File: config.mk
export PLATFORM = sky130hd
export DESIGN_NAME = bus_xfer_seq
export DESIGN_NICKNAME = d
export VERILOG_FILES = /design/src/rtl/bus_xfer_seq.sv
export SDC_FILE = /design/constraint.sdc
export NUM_CORES = 1
export LEC_CHECK = 0
export CORE_UTILIZATION = 40
export CTS_BUF_LIST = sky130_fd_sc_hd__clkbuf_4
export CTS_CLUSTER_DIAMETER = 50
export DETAILED_ROUTE_END_ITERATION = 10
export GPL_TIMING_DRIVEN = 0
export HOLD_SLACK_MARGIN = 0.08
export MAX_ROUTING_LAYER = met4
export PLACE_DENSITY = 0.89
export RECOVER_POWER = 25
export SETUP_SLACK_MARGIN = 0.2
export SLEW_MARGIN = 40
export SYNTH_ARGS = -nofsm -noshare
export SYNTH_HDL_FRONTEND = slang
export SYNTH_SLANG_ARGS = --single-unit
File: constraint.sdc
create_clock -name clk -period 1.4 [get_ports clk]
set_input_delay 0.14 -clock clk [delete_from_list [all_inputs] [get_ports clk]]
set_output_delay 0.14 -clock clk [all_outputs]
set_load 0.02 [all_outputs]
File: src/rtl/bus_xfer_seq.sv
// Single-source, single-destination register transfer sequencer.
// Drives the bus select, pulses one load enable and counts completed transfers.
module bus_xfer_seq #(
  parameter int DATA_W  = 32,
  parameter int NUM_SRC = 24,
  parameter int RO_CODE = 22
) (
  input  logic               clk,
  input  logic               clear,
  input  logic               start,
  input  logic [4:0]         src_sel,
  input  logic [4:0]         dst_sel,
  input  logic [DATA_W-1:0]  bus_in,
  output logic [4:0]         read,
  output logic [NUM_SRC-1:0] load_en,
  output logic               busy,
  output logic               done,
  output logic               err,
  output logic [DATA_W-1:0]  xfer_data,
  output logic [7:0]         xfer_count
);

  typedef enum logic [2:0] {
    IDLE,
    SELECT,
    LOAD,
    DONE,
    ERR
  } state_t;

  localparam logic [4:0] READ_NONE = 5'd31;

  state_t              state, state_d;
  logic [4:0]          src_q, dst_q, src_d, dst_d;
  logic [4:0]          read_d;
  logic [NUM_SRC-1:0]  load_en_d;
  logic                busy_d, done_d, err_d;
  logic [DATA_W-1:0]   xfer_data_d;
  logic [7:0]          xfer_count_d;
  logic                req_valid;

  assign req_valid = ({1'b0, src_sel} < 6'(NUM_SRC)) &&
                     ({1'b0, dst_sel} < 6'(NUM_SRC)) &&
                     ({1'b0, dst_sel} != 6'(RO_CODE));

  // NOTE: every output is computed from the next state and registered below, so
  // outputs are glitch-free and line up with the state they describe.
  always_comb begin
    state_d      = state;
    src_d        = src_q;
    dst_d        = dst_q;
    read_d       = READ_NONE;
    load_en_d    = '0;
    busy_d       = 1'b0;
    done_d       = 1'b0;
    err_d        = 1'b0;
    xfer_data_d  = xfer_data;
    xfer_count_d = xfer_count;

    unique case (state)
      IDLE: begin
        if (start) begin
          src_d   = src_sel;
          dst_d   = dst_sel;
          state_d = req_valid ? SELECT : ERR;
        end
      end
      SELECT:  state_d = LOAD;
      LOAD: begin
        state_d      = DONE;
        xfer_data_d  = bus_in;
        xfer_count_d = xfer_count + 8'd1;
      end
      DONE:    state_d = IDLE;
      ERR:     state_d = IDLE;
      default: state_d = IDLE;
    endcase

    unique case (state_d)
      SELECT: begin
        read_d = src_d;
        busy_d = 1'b1;
      end
      LOAD: begin
        read_d = src_q;
        busy_d = 1'b1;
        for (int i = 0; i < NUM_SRC; i++) begin
          load_en_d[i] = (dst_q == 5'(i));
        end
      end
      DONE: begin
        busy_d = 1'b1;
        done_d = 1'b1;
      end
      ERR:     err_d = 1'b1;
      default: ;
    endcase
  end

  always_ff @(posedge clk) begin
    if (clear) begin
      state      <= IDLE;
      src_q      <= '0;
      dst_q      <= '0;
      read       <= READ_NONE;
      load_en    <= '0;
      busy       <= 1'b0;
      done       <= 1'b0;
      err        <= 1'b0;
      xfer_data  <= '0;
      xfer_count <= '0;
    end else begin
      state      <= state_d;
      src_q      <= src_d;
      dst_q      <= dst_d;
      read       <= read_d;
      load_en    <= load_en_d;
      busy       <= busy_d;
      done       <= done_d;
      err        <= err_d;
      xfer_data  <= xfer_data_d;
      xfer_count <= xfer_count_d;
    end
  end

endmodule

* Word-level counts from Yosys, hierarchy flattened
Cells that the tools add are included.
Operators by class: reductions and logical operators 7, bitwise gates (word level) 1, $add $sub $neg 1, equality and inequality tests 30, order comparisons 2, mux-type cells 9
Operators by type and width (number):
- $eq A5 B4 Y1 const B | 8
- $eq A5 B5 Y1 const B | 8
- $eq A5 B3 Y1 const B | 4
- $eq A5 B2 Y1 const B | 2
- $lt A5 B5 Y1 const B | 2
- $mux W5 | 2
- $pmux W5 S2 | 1
- $eq A3 B2 Y1 const B | 3
- $pmux W3 S3 | 1
- $add A8 B1 Y8 const B | 1
- $eq A3 B1 Y1 const B | 2
- $mux W3 | 2
- $eq A5 B1 Y1 const B | 1
- $logic_not A5 Y1 | 1
- $ne A5 B5 Y1 const B | 1
- $eq A3 B3 Y1 const B | 1
- $logic_not A3 Y1 | 1
- $mux W1 | 3
- $reduce_or A3 Y1 | 1
- $logic_and A1 B1 Y1 | 2
- $reduce_and A2 Y1 | 1
- $reduce_or A2 Y1 | 1
- $not A1 Y1 | 1
Storage, ports and cells: output and inout port bits 72, bits in registers 85, input bits 45, word-level logic and storage cells 60

* Depth between registers and ports, before layout
Gate-level depths: netlist of run 1.
depth in word-level cells 9, depth in mapped cells 5, depth with buffers taken out 4

* Worst setup path before layout of run 1
OpenSTA, ideal clock, no wires.
path type register to register, start point register state[0], end point register read[4], required time 1278 ps, setup time 122 ps, cell stages (with the launch flop) 5, path buffers 0, arrival 1303 ps, setup slack -25 ps, period minus slack after synthesis 1425 ps, cell sequence dfxtp_1 or4b_1 nor2_1 nand2_1 o32a_1
Between the ends: word-level cells in the longest chain between the ends 4, elaborated cells on any way between the ends 9, those cells by class eq/ne: 4; mux: 4; reduce/logical: 1
RTL lines:
- from (decl) | line 33 | state_t state, state_d;
- from (signal assigned) | line 113 | state <= state_d;
- $eq A3 B2 Y1 (tied with other cells) | line 60 | unique case (state)
- $pmux W3 S3 | line 60
- $eq A3 B2 Y1 or $eq A3 B1 Y1 (tied branches) | line 79 | unique case (state_d)
- $pmux W5 S2 (*) | line 79
- to (signal assigned) | line 116 | read <= read_d;
- to (decl) | line 14 | output logic [4:0] read,
Every way passes the cells marked *; elsewhere a longest branch is shown, timed or not. A chain may end at the register's enable or synchronous reset.

* Worst setup path after layout of run 1
start point register state[0], end point register load_en[2]
Between the ends: word-level cells in the longest chain between the ends 5, elaborated cells on any way between the ends 8, those cells by class eq/ne: 3; mux: 2; bitwise: 1; reduce/logical: 2
RTL lines:
- $eq A3 B2 Y1 (tied with other cells) | line 60
- $pmux W3 S3 (*) | line 60
- $eq A3 B2 Y1 (*) | line 79
- $not A1 Y1 (no line) (*)
- $reduce_or A2 Y1 (no line) (*)
- to (signal assigned) | line 117 | load_en <= load_en_d;
- to (decl) | line 15 | output logic [NUM_SRC-1:0] load_en,
Marked as above.

==> reports/results.txt, run 1 <==
Status: finished, violations left
Failing checks: setup timing
HPWL after DPL: 5.44 mm
Port bufs: 116
# placed instances: 540
Compound-cell area share of the yosys netlist: 9.94%
Syn Inst Count: 328
# fillers: 512
Fmax: 649 MHz
Diodes inserted: 0
Largest family of logic cells by synthesized area: simple AND/OR/NAND/NOR gates
Nets: 518
CP Capture Type: register
Power, Total: 5520 uW
Io pins: 117
Worst VDD drop: 0.723 mV
Die Area: 7480 um2
Reg2reg end: load_en[2]
Crit Path Class: reg -> reg
Busiest grt layer: met2
Dominant cell by count in the synthesized netlist: nand2_1
Clock tree sinks: 85
Post-layout min period: 1.54 ns
Total track usage: 22.2%
Layout cells sized above 1: 47.2%
Power Density: 1140 nW/um2
Die width: 86.5 um
Clock latency on the worst-skew pair: 0.42 ns
Area leader, netlist: dfxtp_1
XOR/XNOR Fraction of Synth Area: 1.84%
Vias in the first global route: 2,751
Synthesis warning total: 0
Placer Congestion: 0.823
Origin of the critical flop-to-flop path: state[0]
Top post-synthesis cells by count: nand2_1 (96), dfxtp_1 (85), a21oi_1 (44)
Cell Area, Synth: 2860 um2
Avg WL per Cell: 16.0 um
Total Wirelength: 9.20 mm
CTS root buf: clkbuf_4
Post-synthesis sequential area ratio: 59.6%
Max incr delay on CP: 0.42 ns
Finished Layout Cells: 573
Routed vias: 3,001
Synthesis-to-finish area growth: 70.2%
Fin area: 4860 um2
DRT Pass-1 Iters: 4
Initial antenna violation count: 0
Synth Area in Adders: 0.438%
First-pass GRT wire length: 12.4 mm
EDFF count, synth: 0
R2R Setup Slk: -0.14 ns
Dpl cell area: 4200 um2
Total nets after synthesis: 374
CTS tree: done
Relative slew slack: 51.9%
Worst-path clk slew: 0.15 ns
Crit start category: register
Leakage: 0.00193 uW
Core box area: 6830 um2
Worst Hold Class: in -> reg
Least-Margin Pin Slew: 0.717 ns
WP data arrival: 1.89 ns
Vias per inst: 5.24
Met2 usage: 38.4%
FF-to-FF path depth: 5
Avg Synthesized Cell Area: 8.71 um2
Post-synthesis register bit count: 85
Cell Chain, Critical Path: or3b_4, nor3_4, buf_6, nand2b_4, nor3_2
Initial core utilization: 41.8%
GR Overflow Total: 0
Synth unique cells: 29
Die height: 86.5 um
Mux cell area share after synthesis: 0%
Final setup fails: 33
Final WS setup: -0.140 ns
Row count: 30
Top cell type's share of synthesized area: 59.6%
Largest net degree at the start of global routing: 17
Grt met1 use: 24.5%
Post-route ant nets: 0
Fin. max-slew vios: 0
Worst Path Buf+Inv: 1
Ys flop type: dfxtp_1
Routing usage on met3: 5.71%
Critical path peak fanout: 6
Hold path endpoint: xfer_data[24]
Skew final: 0.0165 ns
TritonCTS buffer count: 9
DRT iter0 DRCs: 101
Tcrit/Tclk final: 110%
CP max stage cell: or3b_4
DRC: 0
Async set-reset flop share out of synthesis: 0%
Htree depth: 3
Hold-fix buffers, CTS: 0
Endpoints failing hold: 0
Post-Synth Simple-Gate Area: 25.4%
Fin Setup TNS: -2.05 ns
Hold Crit Start: bus_in[24]
Cell family with most CP delay: simple AND/OR/NAND/NOR gates
RSZ-0062 raised after global routing: yes
Hold path cells: 3
Max Root-Sink Buffers: 2
Req. time, crit path: 1.75 ns
Synth top area cells: dfxtp_1 (60%), nand2_1 (13%), a21oi_1 (7.7%)
Max_cap viols: 0
power by group:
group | switching (uW) | total (uW) | internal [uW]
clock network | 898 | 1830 | 930
registers | 95.3 | 2620 | 2530
logic | 560 | 1070 | 507
total | 1550 | 5520 | 3960
logic make-up (layout without fill, tap and decap cells):
group	Yosys count	count (layout)
AOI/OAI and AO/OA	53	53
xor gates and xnor gates	6	6
adders and majority gates	1	1
buffers and inverters	18	167
DFF	85	85
and+or+nand+nor	165	165
per-stage QoR:
stage                     hold slack (ns)  utilization (%)  setup WS (ns)
after floorplan                     0.276                -         0.0467
after global placement              0.437             61.5         -0.457
after detailed placement            0.446             61.5         -0.483
after CTS                           0.229             64.5        -0.0533
after global routing                0.231             71.2         -0.192
final                               0.243             71.2         -0.140
metal layers:
metal | vias to the layer above | share of wire, %
met1 | 1435 | 38
met2 | 160 | 53
met5 | - | 0
li1 | 1382 | -
met4 | 0 | 2.1
met3 | 24 | 7.5
placed cells by master (no fill, tap or decap), types with 2 or more instances in the layout:
| master | netlist | final |
|---|---|---|
| buf_8 | 0 | 4 |
| dfxtp_4 | 0 | 6 |
| dfxtp_2 | 0 | 20 |
| o21ai_1 | 1 | 4 |
| nand2b_4 | 0 | 2 |
| o32a_1 | 2 | 2 |
| nand2b_1 | 6 | 4 |
| clkbuf_16 | 0 | 5 |
| buf_4 | 0 | 7 |
| nor3_2 | 2 | 3 |
| xnor2_1 | 3 | 3 |
| inv_6 | 0 | 4 |
| nor2_4 | 0 | 2 |
| nor3b_2 | 0 | 2 |
| clkbuf_4 | 0 | 12 |
| nor3_1 | 7 | 3 |
| nor2_2 | 0 | 6 |
| a21boi_2 | 0 | 2 |
| clkbuf_1 | 10 | 24 |
| nand2_4 | 0 | 28 |
| a21oi_1 | 44 | 10 |
| dfxtp_1 | 85 | 59 |
| nand2_1 | 96 | 58 |
| or3b_4 | 0 | 2 |
| nor2_1 | 31 | 23 |
| bufinv_16 | 0 | 3 |
| clkdlybuf4s50_1 | 0 | 43 |
| buf_2 | 5 | 43 |
| nor3_4 | 0 | 3 |
| nand4_1 | 7 | 7 |
| clkdlybuf4s15_2 | 0 | 6 |
| nand3_1 | 6 | 2 |
| a21oi_2 | 0 | 34 |
| nand2_2 | 0 | 10 |
| clkbuf_2 | 0 | 6 |
| xor2_1 | 3 | 3 |
| nand3_2 | 0 | 4 |
| buf_6 | 1 | 7 |
flip-flops by register name (all words and copies together) (netlist names):
register	flops
read	5
err	1
dst_q	5
busy	1
xfer_data	32
src_q	5
state	3
xfer_count	8
done	1
load_en	24
worst max path at each step:
stage | from | to | slack (ns) | depth (start not counted)
global placement | clear | xfer_count[6] | -0.46 | 4
detailed placement | clear | state[1] | -0.48 | 4
global route | state[1] | load_en[2] | -0.19 | 5
CTS | state[1] | read[3] | -0.05 | 4
finish | state[0] | load_en[2] | -0.14 | 5
floorplan | state[1] | read[4] | 0.05 | 4
worst min-delay path, stage by stage:
cell             delay [ns]
clkdlybuf4s50_1        0.40
nand2_1                0.06
a21oi_1                0.05
layout make-up:
type                    instances  area [um2]  area share (%)
clock buffers                   9        67.6            1.39
plain buffers                  18         164            3.37
multi-input cells             225        1590            32.7
flip-flops and latches         85        1750            36.0
well taps                      96         120            2.47
clock inverters                 7         125            2.57
repair buffers                133        1040            21.5
timing repair:
action                                  4_1_cts  5_1_grt
pin swaps                                    13       41
setup buffers                                 2        9
endpoints found under the setup margin      157      125
endpoints found under the hold margin         0        0
gates cloned                                  0        6
resized for setup                           263      199
Power figures use the tool's default switching activity.
==> inputs of run 2 (changes only) <==
--- a/config.mk
+++ b/config.mk
@@ -5,14 +5,14 @@
 export SDC_FILE = /design/constraint.sdc
 export NUM_CORES = 1
 export LEC_CHECK = 0
-export CORE_UTILIZATION = 40
-export CTS_BUF_LIST = sky130_fd_sc_hd__clkbuf_4
+export CORE_UTILIZATION = 38
+export CTS_BUF_LIST = sky130_fd_sc_hd__clkbuf_16
 export CTS_CLUSTER_DIAMETER = 50
 export DETAILED_ROUTE_END_ITERATION = 10
 export GPL_TIMING_DRIVEN = 0
 export HOLD_SLACK_MARGIN = 0.08
 export MAX_ROUTING_LAYER = met4
-export PLACE_DENSITY = 0.89
+export PLACE_DENSITY = 0.86
 export RECOVER_POWER = 25
 export SETUP_SLACK_MARGIN = 0.2
 export SLEW_MARGIN = 40
==> run 2 against run 1 <==
The run still ends with setup timing left. Die area increased by 5.1%. Clock power increased by 31%. Via count decreased by 7.7%.
==> reports/results.txt, run 2 (synthesis results as in run 1) <==
Status: finished, violations left
Failing checks: setup timing
Largest regs: xfer_data x32, load_en x24, xfer_count x8
Clock tree sinks: 85 (unchanged)
Nets: 513 (-0.97%)
Area occupied by multi-input gates: 1240 um2 (-22%)
DRT iter0 DRCs: 52 (-49%)
Largest net degree at the start of global routing: 16 (-1)
Critical path peak fanout: 6 (unchanged)
# fillers: 603 (+18%)
Fin. max-slew vios: 0 (unchanged)
Initial antenna violation count: 0 (unchanged)
Final WS setup: -0.116 ns (+0.0243 ns)
Htree depth: 3 (unchanged)
Core box area: 7250 um2 (+6.2%)
Skew final: 0.00648 ns (-0.00999 ns)
Fmax: 660 MHz (+1.6%)
Hold-fix buffers, CTS: 0 (unchanged)
Worst Hold Class: in -> reg
Die height: 88.7 um (+2.5%)
Synthesis-to-finish area growth: 64.8%
Post-layout min period: 1.52 ns (-0.0243 ns)
Leakage: 0.00200 uW (+3.8%)
CTS tree: done
TritonCTS buffer count: 9 (unchanged)
Crit Path Class: reg -> reg
Total Wirelength: 7.95 mm (-14%)
Commonest cells after routing, fill and taps aside: nand2_1 (89), dfxtp_1 (77), dlygate4sd2_1 (57), clkdlybuf4s50_1 (43), a21oi_1 (39)
Tcrit/Tclk final: 108% (-1.7 points)
Port bufs: 116 (unchanged)
Max Root-Sink Buffers: 2 (unchanged)
CTS root buf: clkbuf_16
First-pass GRT wire length: 12.0 mm (-3.9%)
Worst-path clk slew: 0.07 ns (-0.08 ns)
Io pins: 117 (unchanged)
Clock latency on the worst-skew pair: 0.34 ns (-0.08 ns)
Vias in the first global route: 2,609 (-5.2%)
Placer Congestion: 0.779 (-5.4%)
Total track usage: 20.8% (-1.4 points)
Endpoints failing hold: 0 (unchanged)
Initial core utilization: 39.4% (-2.4 points)
Layout cells sized above 1: 18.4% (-29 points)
WP data arrival: 1.76 ns (-0.13 ns)
Avg WL per Cell: 13.9 um (-13%)
Power Density: 1240 nW/um2 (+9.4%)
Vias per inst: 4.85 (-7.4%)
Crit start category: register
Die Area: 7870 um2 (+5.1%)
Die width: 88.7 um (+2.5%)
Final setup fails: 17 (-48%)
HPWL after DPL: 5.38 mm (-1.1%)
Diodes inserted: 0 (unchanged)
Worst VDD drop: 0.665 mV (-8.0%)
Commonest non-fill, non-tap cell in the layout: nand2_1
Fin area: 4710 um2 (-3.1%)
Sequential cell area: 1710 um2 (-2.0%)
GR Overflow Total: 0 (unchanged)
Req. time, crit path: 1.65 ns (-0.10 ns)
Largest Register: xfer_data
Least-Margin Pin Slew: 0.501 ns (-0.215 ns)
Dpl cell area: 4210 um2 (about the same)
Final core occ: 64.9% (-6.2 points)
CP Capture Type: register
Number of flip-flops in the largest register: 32 (unchanged)
RSZ-0062 raised after global routing: yes
Relative slew slack: 66.4% (+15 points)
Max_cap viols: 0 (unchanged)
Row count: 31 (+3.3%)
DRT Pass-1 Iters: 4 (unchanged)
Routed vias: 2,770 (-7.7%)
DRC: 0 (unchanged)
Post-route ant nets: 0 (unchanged)
## run 2: critical path, cell delays in order (launching register included)
cell	delay, ns
dfxtp_4	0.37
or3b_4	0.40
nor3_4	0.27
nand2b_1	0.19
nor3_2	0.19
## run 2: where the power goes
| part | internal (uW) | total, uW | switching [uW] |
|---|---|---|---|
| clock network | 1390 | 2390 | 1000 |
| registers | 2530 | 2600 | 69.3 |
| logic | 407 | 857 | 450 |
## run 2: area by class of cell
class | instances | share of cell area (%)
sequential | 85 | 36.4
timing repair buffer | 128 | 25.2
buffer | 18 | 2.98
clock buffer | 9 | 4.78
multi-input combinational | 225 | 26.4
tap | 99 | 2.63
clock inverter | 7 | 1.57
## run 2: worst paths after layout
kind / from / cells past startpoint / to / slack [ns]
setup / recovery: state[0] / 4 / load_en[2] / -0.12
hold / removal: bus_in[22] / 3 / xfer_data[22] / 0.35
setup reg to reg: state[0] / 4 / load_en[2] / -0.12
hold reg to reg: xfer_data[9] / 2 / xfer_data[9] / 0.45
## run 2: repair_timing
item                                    CTS  global route
buffers inserted                          7             4
cloned                                    1             0
hold endpoints to repair                  0             0
pin swaps                                19            16
resized for setup                       124            35
endpoints found under the setup margin  156            99
## run 2: stage by stage
step | power, uW | cells | TNS (ns) | hold WS, ns | setup slack, ns
after floorplan | 3040 | 328 | 0 | 0.276 | 0.0467
after CTS | 5800 | 567 | -0.194 | 0.345 | -0.0561
after global routing | 6030 | 571 | -3.32 | 0.364 | -0.172
final | 5850 | 571 | -0.551 | 0.350 | -0.116
after global placement | 3400 | 543 | -25.09 | 0.437 | -0.456
after detailed placement | 3420 | 543 | -27.49 | 0.448 | -0.503
## run 2: layer usage
layer	vias up	global-route usage, %	part of all wire [%]
met5	-	-	0
met4	0	7.92	1.2
met2	128	35.6	49
li1	1357	-	-
met1	1274	22.6	42
met3	11	6.34	8.5
